--- config.mk ---
export PLATFORM = sky130hd
export DESIGN_NAME = chunked_addsub_flat
export DESIGN_NICKNAME = d
export VERILOG_FILES = /design/src/rtl/chunked_addsub_pkg.sv /design/src/rtl/chunked_addsub_if.sv /design/src/rtl/chunked_addsub_chunk_ripple_adder.sv /design/src/rtl/chunked_addsub.sv /design/src/flat_wrapper.sv
export SDC_FILE = /design/constraint.sdc
export NUM_CORES = 1
export LEC_CHECK = 0
export CAP_MARGIN = 20
export CORE_MARGIN = 1
export CORE_UTILIZATION = 35
export CTS_CLUSTER_DIAMETER = 50
export DETAILED_ROUTE_END_ITERATION = 6
export PLACE_DENSITY_LB_ADDON = 0.2
export SKIP_LAST_GASP = 1
export SYNTH_ARGS = -nofsm -noshare
export SYNTH_HDL_FRONTEND = slang
export SYNTH_SLANG_ARGS = --single-unit
--- constraint.sdc ---
create_clock -name clk -period 24.4 [get_ports clk]
set_input_delay 2.44 -clock clk [delete_from_list [all_inputs] [get_ports clk]]
set_output_delay 2.44 -clock clk [all_outputs]
set_load 0.03 [all_outputs]
--- src/rtl/chunked_addsub_pkg.sv ---
// Shared types and elaboration helpers for the chunked adder/subtractor.
// Compile-time option CHUNKED_ADDSUB_CIN_EN adds a carry/borrow-in port (see chunked_addsub.sv).
package addsub_pkg;

  typedef enum logic [1:0] {
    IDLE = 2'd0,
    RUN  = 2'd1,
    DONE = 2'd2
  } state_e;

  // Bit positions of the packed flag register
  localparam int FLAG_CF   = 0;
  localparam int FLAG_ZF   = 1;
  localparam int FLAG_SF   = 2;
  localparam int FLAG_OF   = 3;
  localparam int NUM_FLAGS = 4;

  // Number of chunk steps per operation; guarded so a bad CHUNK cannot divide by zero
  function automatic int num_chunks(input int width, input int chunk);
    return (chunk < 1) ? 1 : width / chunk;
  endfunction

  // Chunk index width, never narrower than one bit
  function automatic int idx_width(input int n);
    return (n <= 1) ? 1 : $clog2(n);
  endfunction

endpackage

--- src/rtl/chunked_addsub_if.sv ---
// Operand/result handshake bundle for chunked_addsub.
// With CHUNKED_ADDSUB_CIN_EN defined the bundle also carries cin.
interface chunked_addsub_if #(
  parameter int WIDTH = 64
) ();

  logic             in_valid;
  logic             in_ready;
  logic             sub;
  logic [WIDTH-1:0] a;
  logic [WIDTH-1:0] b;
  logic             out_valid;
  logic             out_ready;
  logic [WIDTH-1:0] sum;
  logic             cf;
  logic             zf;
  logic             sf;
  logic             of;

`ifdef CHUNKED_ADDSUB_CIN_EN
  logic             cin;

  modport master (
    output in_valid, sub, a, b, cin, out_ready,
    input  in_ready, out_valid, sum, cf, zf, sf, of
  );

  modport slave (
    input  in_valid, sub, a, b, cin, out_ready,
    output in_ready, out_valid, sum, cf, zf, sf, of
  );
`else
  modport master (
    output in_valid, sub, a, b, out_ready,
    input  in_ready, out_valid, sum, cf, zf, sf, of
  );

  modport slave (
    input  in_valid, sub, a, b, out_ready,
    output in_ready, out_valid, sum, cf, zf, sf, of
  );
`endif

endinterface

--- src/rtl/chunked_addsub_chunk_ripple_adder.sv ---
// CHUNK-bit ripple-carry adder built from explicit full-adder cells.
// One instance is reused every cycle by chunked_addsub.
module chunk_ripple_adder #(
  parameter int CHUNK = 16
) (
  input  logic [CHUNK-1:0] i_a,
  input  logic [CHUNK-1:0] i_b,
  input  logic             i_cin,
  output logic [CHUNK-1:0] o_sum,
  output logic             o_cout
);

  // Each cell keeps its own carry wire so the chain is not one self-referencing vector
  for (genvar i = 0; i < CHUNK; i++) begin : g_bit
    logic w_ci;
    logic w_co;
    logic w_p;

    if (i == 0) begin : g_first
      assign w_ci = i_cin;
    end else begin : g_next
      assign w_ci = g_bit[i-1].w_co;
    end

    assign w_p      = i_a[i] ^ i_b[i];
    assign o_sum[i] = w_p ^ w_ci;
    assign w_co     = (i_a[i] & i_b[i]) | (w_p & w_ci);
  end

  assign o_cout = g_bit[CHUNK-1].w_co;

endmodule

--- src/rtl/chunked_addsub.sv ---
// Multi-cycle WIDTH-bit add/subtract, CHUNK bits per cycle through a registered carry,
// with CF/ZF/SF/OF. Define CHUNKED_ADDSUB_CIN_EN to add a carry/borrow-in input (bus.cin).
module chunked_addsub
  import addsub_pkg::*;
#(
  parameter int WIDTH = 64,
  parameter int CHUNK = 16
) (
  input logic             clk,
  input logic             rst_n,
  chunked_addsub_if.slave bus
);

  localparam int N  = num_chunks(WIDTH, CHUNK);
  localparam int IW = idx_width(N);

  if (CHUNK < 1 || (WIDTH % CHUNK) != 0) begin : g_param_check
    $error("chunked_addsub: WIDTH (%0d) must be a positive multiple of CHUNK (%0d)", WIDTH, CHUNK);
  end

  state_e               r_state;
  state_e               w_state_next;
  logic [WIDTH-1:0]     r_a;
  logic [WIDTH-1:0]     r_b;
  logic [WIDTH-1:0]     r_acc;
  logic [WIDTH-1:0]     r_sum;
  logic                 r_sub;
  logic                 r_carry;
  logic [IW-1:0]        r_idx;
  logic [NUM_FLAGS-1:0] r_flags;

  logic                 w_accept;
  logic                 w_last;
  logic                 w_init_carry;
  logic [CHUNK-1:0]     w_a_chunk;
  logic [CHUNK-1:0]     w_b_chunk;
  logic [CHUNK-1:0]     w_chunk_sum;
  logic                 w_chunk_cout;
  logic [WIDTH-1:0]     w_acc_next;
  logic [NUM_FLAGS-1:0] w_flags_next;

  assign w_accept = bus.in_valid && (r_state == IDLE);
  assign w_last   = (r_idx == IW'(N - 1));

`ifdef CHUNKED_ADDSUB_CIN_EN
  // In subtract mode cin is a borrow-in, which inverts into the two's-complement carry
  assign w_init_carry = bus.sub ? ~bus.cin : bus.cin;
`else
  assign w_init_carry = bus.sub;
`endif

  assign w_a_chunk = r_a[int'(r_idx) * CHUNK +: CHUNK];
  assign w_b_chunk = r_b[int'(r_idx) * CHUNK +: CHUNK];

  chunk_ripple_adder #(
    .CHUNK (CHUNK)
  ) u_chunk_adder (
    .i_a    (w_a_chunk),
    .i_b    (w_b_chunk),
    .i_cin  (r_carry),
    .o_sum  (w_chunk_sum),
    .o_cout (w_chunk_cout)
  );

  // NOTE: every signal written in an always_comb gets a default first, so no path leaves it
  // unassigned and no latch is inferred.
  always_comb begin
    w_acc_next = r_acc;
    w_acc_next[int'(r_idx) * CHUNK +: CHUNK] = w_chunk_sum;
  end

  // Only meaningful on the last chunk, when w_chunk_cout is the final carry-out
  always_comb begin
    w_flags_next          = '0;
    w_flags_next[FLAG_CF] = w_chunk_cout ^ r_sub;
    w_flags_next[FLAG_ZF] = (w_acc_next == '0);
    w_flags_next[FLAG_SF] = w_acc_next[WIDTH-1];
    w_flags_next[FLAG_OF] = (r_a[WIDTH-1] == r_b[WIDTH-1]) &&
                            (w_acc_next[WIDTH-1] != r_a[WIDTH-1]);
  end

  // NOTE: sequential state uses non-blocking assignments so every register samples
  // pre-edge values and the simulated order of always_ff blocks cannot matter.
  always_ff @(posedge clk or negedge rst_n) begin
    if (!rst_n) begin
      r_state <= IDLE;
    end else begin
      r_state <= w_state_next;
    end
  end

  always_comb begin
    w_state_next = r_state;
    case (r_state)
      IDLE:    if (w_accept)      w_state_next = RUN;
      RUN:     if (w_last)        w_state_next = DONE;
      DONE:    if (bus.out_ready) w_state_next = IDLE;
      default:                    w_state_next = IDLE;
    endcase
  end

  // r_acc builds the new result chunk by chunk; r_sum keeps the previous result until
  // the last chunk lands, so the output never shows a half-finished value.
  always_ff @(posedge clk or negedge rst_n) begin
    if (!rst_n) begin
      r_a     <= '0;
      r_b     <= '0;
      r_acc   <= '0;
      r_sum   <= '0;
      r_sub   <= 1'b0;
      r_carry <= 1'b0;
      r_idx   <= '0;
      r_flags <= '0;
    end else begin
      case (r_state)
        IDLE: begin
          if (w_accept) begin
            r_a     <= bus.a;
            r_b     <= bus.sub ? ~bus.b : bus.b;
            r_sub   <= bus.sub;
            r_carry <= w_init_carry;
            r_idx   <= '0;
          end
        end
        RUN: begin
          r_acc   <= w_acc_next;
          r_carry <= w_chunk_cout;
          r_idx   <= r_idx + 1'b1;
          if (w_last) begin
            r_sum   <= w_acc_next;
            r_flags <= w_flags_next;
          end
        end
        default: ;
      endcase
    end
  end

  assign bus.in_ready  = (r_state == IDLE);
  assign bus.out_valid = (r_state == DONE);
  assign bus.sum       = r_sum;
  assign bus.cf        = r_flags[FLAG_CF];
  assign bus.zf        = r_flags[FLAG_ZF];
  assign bus.sf        = r_flags[FLAG_SF];
  assign bus.of        = r_flags[FLAG_OF];

endmodule

--- src/flat_wrapper.sv ---
// flat-port wrapper written by rule: the top's interface ports become plain ports
module chunked_addsub_flat import addsub_pkg::*;
#(
  parameter int WIDTH = 64,
  parameter int CHUNK = 16
)
  (clk, rst_n, bus_in_valid, bus_sub, bus_a, bus_b, bus_out_ready, bus_in_ready, bus_out_valid, bus_sum, bus_cf, bus_zf, bus_sf, bus_of);
  chunked_addsub_if #(.WIDTH(WIDTH)) bus_i ();
  input logic clk;
  input logic rst_n;
  input wire logic [$bits(bus_i.in_valid)-1:0] bus_in_valid;
  input wire logic [$bits(bus_i.sub)-1:0] bus_sub;
  input wire logic [$bits(bus_i.a)-1:0] bus_a;
  input wire logic [$bits(bus_i.b)-1:0] bus_b;
  input wire logic [$bits(bus_i.out_ready)-1:0] bus_out_ready;
  output wire logic [$bits(bus_i.in_ready)-1:0] bus_in_ready;
  output wire logic [$bits(bus_i.out_valid)-1:0] bus_out_valid;
  output wire logic [$bits(bus_i.sum)-1:0] bus_sum;
  output wire logic [$bits(bus_i.cf)-1:0] bus_cf;
  output wire logic [$bits(bus_i.zf)-1:0] bus_zf;
  output wire logic [$bits(bus_i.sf)-1:0] bus_sf;
  output wire logic [$bits(bus_i.of)-1:0] bus_of;
  assign bus_i.in_valid = bus_in_valid;
  assign bus_i.sub = bus_sub;
  assign bus_i.a = bus_a;
  assign bus_i.b = bus_b;
  assign bus_i.out_ready = bus_out_ready;
  assign bus_in_ready = bus_i.in_ready;
  assign bus_out_valid = bus_i.out_valid;
  assign bus_sum = bus_i.sum;
  assign bus_cf = bus_i.cf;
  assign bus_zf = bus_i.zf;
  assign bus_sf = bus_i.sf;
  assign bus_of = bus_i.of;
  chunked_addsub #(.WIDTH(WIDTH), .CHUNK(CHUNK)) u_core (.clk(clk), .rst_n(rst_n), .bus(bus_i));
endmodule
* After elaboration in Yosys (flattened, before gate mapping)
Index checks and enable logic that the tools add are counted. W data, S select, Z words.
Storage, ports and cells: register bits 266, input port bits 133, output and inout bits 70
Cells by class: add/sub/neg operators 2, eq/ne operators 8, shift-type cells 4, multiplexer cells 10, bitwise logic cells 82, reduce and logical (&&, ||, !) cells 9
Operators by type and width (number):
- $shiftx A64 B7 Y16 | 2
- $bwmux W64 | 1
- $logic_not A64 Y1 | 1
- $mux W64 | 1
- $not A64 Y64 | 1
- $shift A16 B33 Y64 const A | 1
- $shiftx A16 B33 Y64 | 1
- $neg A6 Y33 | 1
- $xor A1 B1 Y1 | 33
- $and A1 B1 Y1 | 32
- $or A1 B1 Y1 | 16
- $mux W2 | 4
- $pmux W2 S3 | 1
- $reduce_and A2 Y1 | 3
- $eq A2 B2 Y1 const B | 2
- $ne A2 B1 Y1 const B | 2
- $pmux W2 S2 | 1
- $reduce_and A3 Y1 | 1
- $add A2 B1 Y2 const B | 1
- $eq A2 B1 Y1 const B | 1
- $logic_and A1 B1 Y1 | 2
- $logic_not A2 Y1 | 1
- $ne A2 B2 Y1 const B | 1
- $pmux W1 S2 | 1
- 4 further kinds | 4

* Longest topological paths before layout
word-level depth 37, depth in mapped cells 26, depth with buffers taken out 24

* Modules after synthesis
A second synthesis with hierarchy kept.
Second synthesis, totals: cells, all modules 1209, area, all modules 12438.2 sq um
Modules (own cells, without submodules):
- chunked_addsub | times used 1, cells each 1183, area an instance 12080.3 sq um, seq. area each 6631.4 sq um
- chunk_ripple_adder | times used 1, cells each 26, area an instance 357.8 sq um, seq. area each 0.0 sq um

* Worst setup path before layout
No wires, ideal clock.
path type reg-to-reg, start point reg u_core.r_idx[0], end point reg u_core.r_flags[1], setup time 0.066 ns, arrival time 8.725 ns, data required time 24.334 ns, slack 15.609 ns, stages on the path, launching flop included 27, path buffers 2, period minus slack after synthesis 8.791 ns, cell sequence dfrtp_1 buf_6 buf_1 mux4_2 fa_1 inv_1 fa_1 fa_1 fa_1 fa_1 fa_1 fa_1 fa_1 fa_1 fa_1 fa_1 fa_1 fa_1 fa_1 fa_1 fa_1 nor2_1 a31oi_2 nand4_1 or4_1 nor4_1 a32o_2
On the way: longest elaborated chain between the ends 36, elaborated cells between the ends (all ways) 86
Ends and longest elaborated chain:
- start, declared | RTL line chunked_addsub.sv:29 | logic [IW-1:0] r_idx;
- start signal, assigned | RTL line chunked_addsub.sv:128 | r_idx <= r_idx + 1'b1;
- $shiftx A64 B7 Y16 (on tied branches) | RTL line chunked_addsub.sv:52, chunked_addsub.sv:53
- $xor A1 B1 Y1 | RTL line chunked_addsub_chunk_ripple_adder.sv:25 | assign w_p = i_a[i] ^ i_b[i];
- $and A1 B1 Y1 | RTL line chunked_addsub_chunk_ripple_adder.sv:27 | assign w_co = (i_a[i] & i_b[i]) | (w_p & w_ci);
- $or A1 B1 Y1 | RTL line chunked_addsub_chunk_ripple_adder.sv:27
- $and A1 B1 Y1 | RTL line chunked_addsub_chunk_ripple_adder.sv:27
- $or A1 B1 Y1 | RTL line chunked_addsub_chunk_ripple_adder.sv:27
- $and A1 B1 Y1 | RTL line chunked_addsub_chunk_ripple_adder.sv:27
- $or A1 B1 Y1 | RTL line chunked_addsub_chunk_ripple_adder.sv:27
- [... 20 more ...]
- $and A1 B1 Y1 | RTL line chunked_addsub_chunk_ripple_adder.sv:27
- $or A1 B1 Y1 | RTL line chunked_addsub_chunk_ripple_adder.sv:27
- $and A1 B1 Y1 | RTL line chunked_addsub_chunk_ripple_adder.sv:27
- $or A1 B1 Y1 | RTL line chunked_addsub_chunk_ripple_adder.sv:27
- $xor A1 B1 Y1 | RTL line chunked_addsub_chunk_ripple_adder.sv:26 | assign o_sum[i] = w_p ^ w_ci;
- $shiftx A16 B33 Y64 | RTL line chunked_addsub.sv:69 | w_acc_next[int'(r_idx) * CHUNK +: CHUNK] = w_chunk_sum;
- $bwmux W64 | RTL line chunked_addsub.sv:69
- $logic_not A64 Y1 | RTL line chunked_addsub.sv:76 | w_flags_next[FLAG_ZF] = (w_acc_next == '0);
- end signal, assigned | RTL line chunked_addsub.sv:131 | r_flags <= w_flags_next;
- end, declared | RTL line chunked_addsub.sv:30 | logic [NUM_FLAGS-1:0] r_flags;
Parallel ways exist; a longest one is shown, timed or not. A chain may end at the register's enable or synchronous reset.

* Worst setup path in the final report
Ends and elaborated chain as after synthesis.

==> impl_metrics.toml <==
[worst_setup_path]
r2r-start = "u_core.r_idx[0]"
cp_max_fo = 34
endpoint = "u_core.r_flags[1]"
cp_data_arrival_time_ps = 9850
r2r_slack_ps = 14990
critPathKind = "reg -> reg"
r2r_cells = 25
worstSetupStartpointType = "flip-flop"
timing.rr.end = "u_core.r_flags[1]"
critPathLaunch = "u_core.r_idx[0]"
cp-end-kind = "flip-flop"
crit_required_ps = 24840

[logic_synthesis]
yosysSeqAreaShare_pct = 52.8
synth_area_leader_cell = "dfrtp_1"
syn_inst = 1292
synth_edf_count = 0
synth.top_cells.by_count = "nand2_1, dfrtp_1, o21ai_0"
yosysWarnings = 0
syn_area_um2 = 12600
synth-main-ff-cell = "dfrtp_1"
synth_nets = 1447
ys_seq_elements = 265
yosys.area.top_type_share_pct = 52.8
syn_area_per_cell_um2 = 9.72
ys_async_sr_fraction_pct = 100
yosysMostFrequentCell = "nand2_1"
ys_top_cells_by_area = "dfrtp_1, nand2_1, o21ai_0"
ys_types = 36

[global_route]
gr-usage-all-layers_pct = 19.1
busiest_layer = "met2"
met1_usage_pct = 27.1
grt_pass1_wl_um = 53500
grt_util_met3_pct = 3.47
grt_max_degree = 143
met2_usage_pct = 30.2
grt_pass1_vias = 9356
antenna_found_initial = 0
overflow = 0

[timing]
slew_viol_final = 0
fin_crit_ps = 9410
post-route-period-util_pct = 38.6
setup_viol = 0
hold_viol = 0
skew_ps = 22.8
worst_pin_slew_ps = 999
max_freq_mhz = 106
grt_setup_unrepaired = "no"
relSlewSlack_pct = 33.4
finalSetupTns_ps = 0

[power_and_ir_drop]
clockPowerShare_pct = 21.5
vdd_drop_max_mv = 0.0837
power_mw = 2.35
p_sw_share_pct = 43.5
power.leakage_nw = 7.13
pwr-share-seq_pct = 29.8
combPwrFrac_pct = 48.7
power.internal_mw = 1.33
p_per_area_nw_per_um2 = 146
p_switching_mw = 1.02

[drt]
drt-initial-drc-count = 702
ant_nets = 0
drc = 0
wl_per_cell_um = 17.6
vias_per_cell = 4.85
num_vias = 9380
drt_wl_total_um = 34100
firstDrtPassIters = 5

[cells_and_area]
multi_input_area_um2 = 5460
drive_above_1_share_pct = 8.55
register_area_um2 = 6630
fin_nets = 1607
diodes = 0
fillers = 3405
area_growth_pct = 28.0

[flow_run]
maxCapViolCount = 0

[placed_design]
place.gp.congestion = 0.860
port_buffers = 202
dp.final_hpwl_um = 24300

[floorplan]
dieArea_um2 = 36700
die_x_um = 191
die_y_um = 191
rows = 69
initial_core_util_pct = 35.4
core_um2 = 35500
io_pins = 203

[clock_tree]
cts.repair.resized = 0
htreeDepth = 2
cts.clk_slew.worst_paths_ps = 60
cts_root_buf = "clkbuf_16"
cts_tree = "built"
clock_path_buffers = 3
clk_latency_ps = 510
tritoncts.num_buffers = 34
holdBufCountCts = 0
cts_sinks = 265
cts_setup_buffers = 0

[min_path]
hold_class = "reg -> reg"

[run_status]
status = "completed"
[cell type report]
class	count	area share, %
sequential	265	41.2
timing repair buffer	214	13.3
multi-input combinational	901	33.9
inverter	36	0.840
tap	461	3.59
clock buffer	46	6.14
clock inverter	12	0.980
[cells in the final DEF, fill, tap and decap left out, types with 4 or more instances in the layout]
cell type        count
a31oi_1             36
clkbuf_8             7
a21oi_1             12
xnor2_1             64
nand2_1            385
ha_1                 6
mux2i_1             16
and3_1               9
nand4_1             14
clkdlybuf4s50_1    200
buf_4               11
o21ai_0            181
nand4b_1             4
clkbuf_1             4
nor2b_1             41
dfrtp_1            263
mux2_2              16
inv_1               36
nand3_1              4
fa_1                16
nor2_1              41
clkbuf_16           35
mux4_2              32
nor4_1               7
[cells by family after synthesis]
group                    count (synthesis)  share of synthesized area, %
flip-flops                             265                          52.8
multiplexers                            64                          8.45
XOR/XNOR                                65                          4.53
AO/OA/AOI/OAI                          234                          9.89
buffers and inverters                  126                          3.97
adder cells (fa/ha/maj)                 22                          3.15
AND/OR/NAND/NOR                        516                          17.2
[worst min-delay path by stage]
stage	start	endpoint	slack, ps	cells past startpoint
finish	u_core.r_acc[59]	u_core.r_acc[59]	470	2
global route	u_core.r_a[30]	u_core.r_a[30]	480	2
CTS	u_core.r_acc[39]	u_core.r_acc[39]	480	2
detailed placement	u_core.r_a[30]	u_core.r_a[30]	460	2
global placement	u_core.r_a[11]	u_core.r_a[11]	450	2
floorplan	u_core.r_a[32]	u_core.r_a[32]	440	2
[routing by layer]
metal	routed length, um	vias to the layer above
met5	0	-
met4	544	0
met3	1760	33
met2	16000	248
met1	15900	4488
li1	-	4611
[worst max-delay path: stages, from the launching register on]
cell     delay (ps)
dfrtp_2         430
buf_4           580
mux4_2          370
fa_1            180
inv_1            60
fa_1            370
fa_1            380
fa_1            390
fa_1            400
fa_1            390
fa_1            380
fa_1            400
fa_1            390
fa_1            390
fa_1            410
fa_1            450
fa_1            410
fa_1            420
fa_1            390
fa_1            550
nor2_1          100
a31oi_2         340
nand4_1         110
or4_1           540
nor4_1          300
a32o_2          210
[state kept, by name, indices dropped and copies added, names as in the netlist]
signal          flops
u_core.r_a         64
u_core.r_acc       64
u_core.r_b         64
u_core.bus.sum     63
u_core.r_flags      4
u_core.r_idx        2
u_core.r_state      2
u_core.r_carry      1
u_core.r_sub        1
[power by group through the flow]
stage          Clock [mW]  Combinational, mW  Sequential [mW]
6_report            0.506               1.14            0.699
5_1_grt             0.534               1.25            0.720
4_1_cts             0.517               1.15            0.702
3_5_place_dp            0               1.15            0.709
3_3_place_gp            0               1.14            0.702
2_1_floorplan           0              0.700            0.719
[metrics by stage]
step | instance area [um^2] | hold slack (ps) | std cells | setup WS (ps) | utilization [%]
finish | 16100 | 470 | 1935 | 14990 | 45.3
global route | 16100 | 480 | 1935 | 14580 | 45.3
CTS | 16100 | 475 | 1935 | 14970 | 45.3
detailed placement | 14900 | 462 | 1877 | 15010 | 42.1
global placement | 14900 | 453 | 1876 | 15170 | 42.1
floorplan | 12600 | 440 | 1292 | 15610 | -
(Power assumes the default switching activity.)
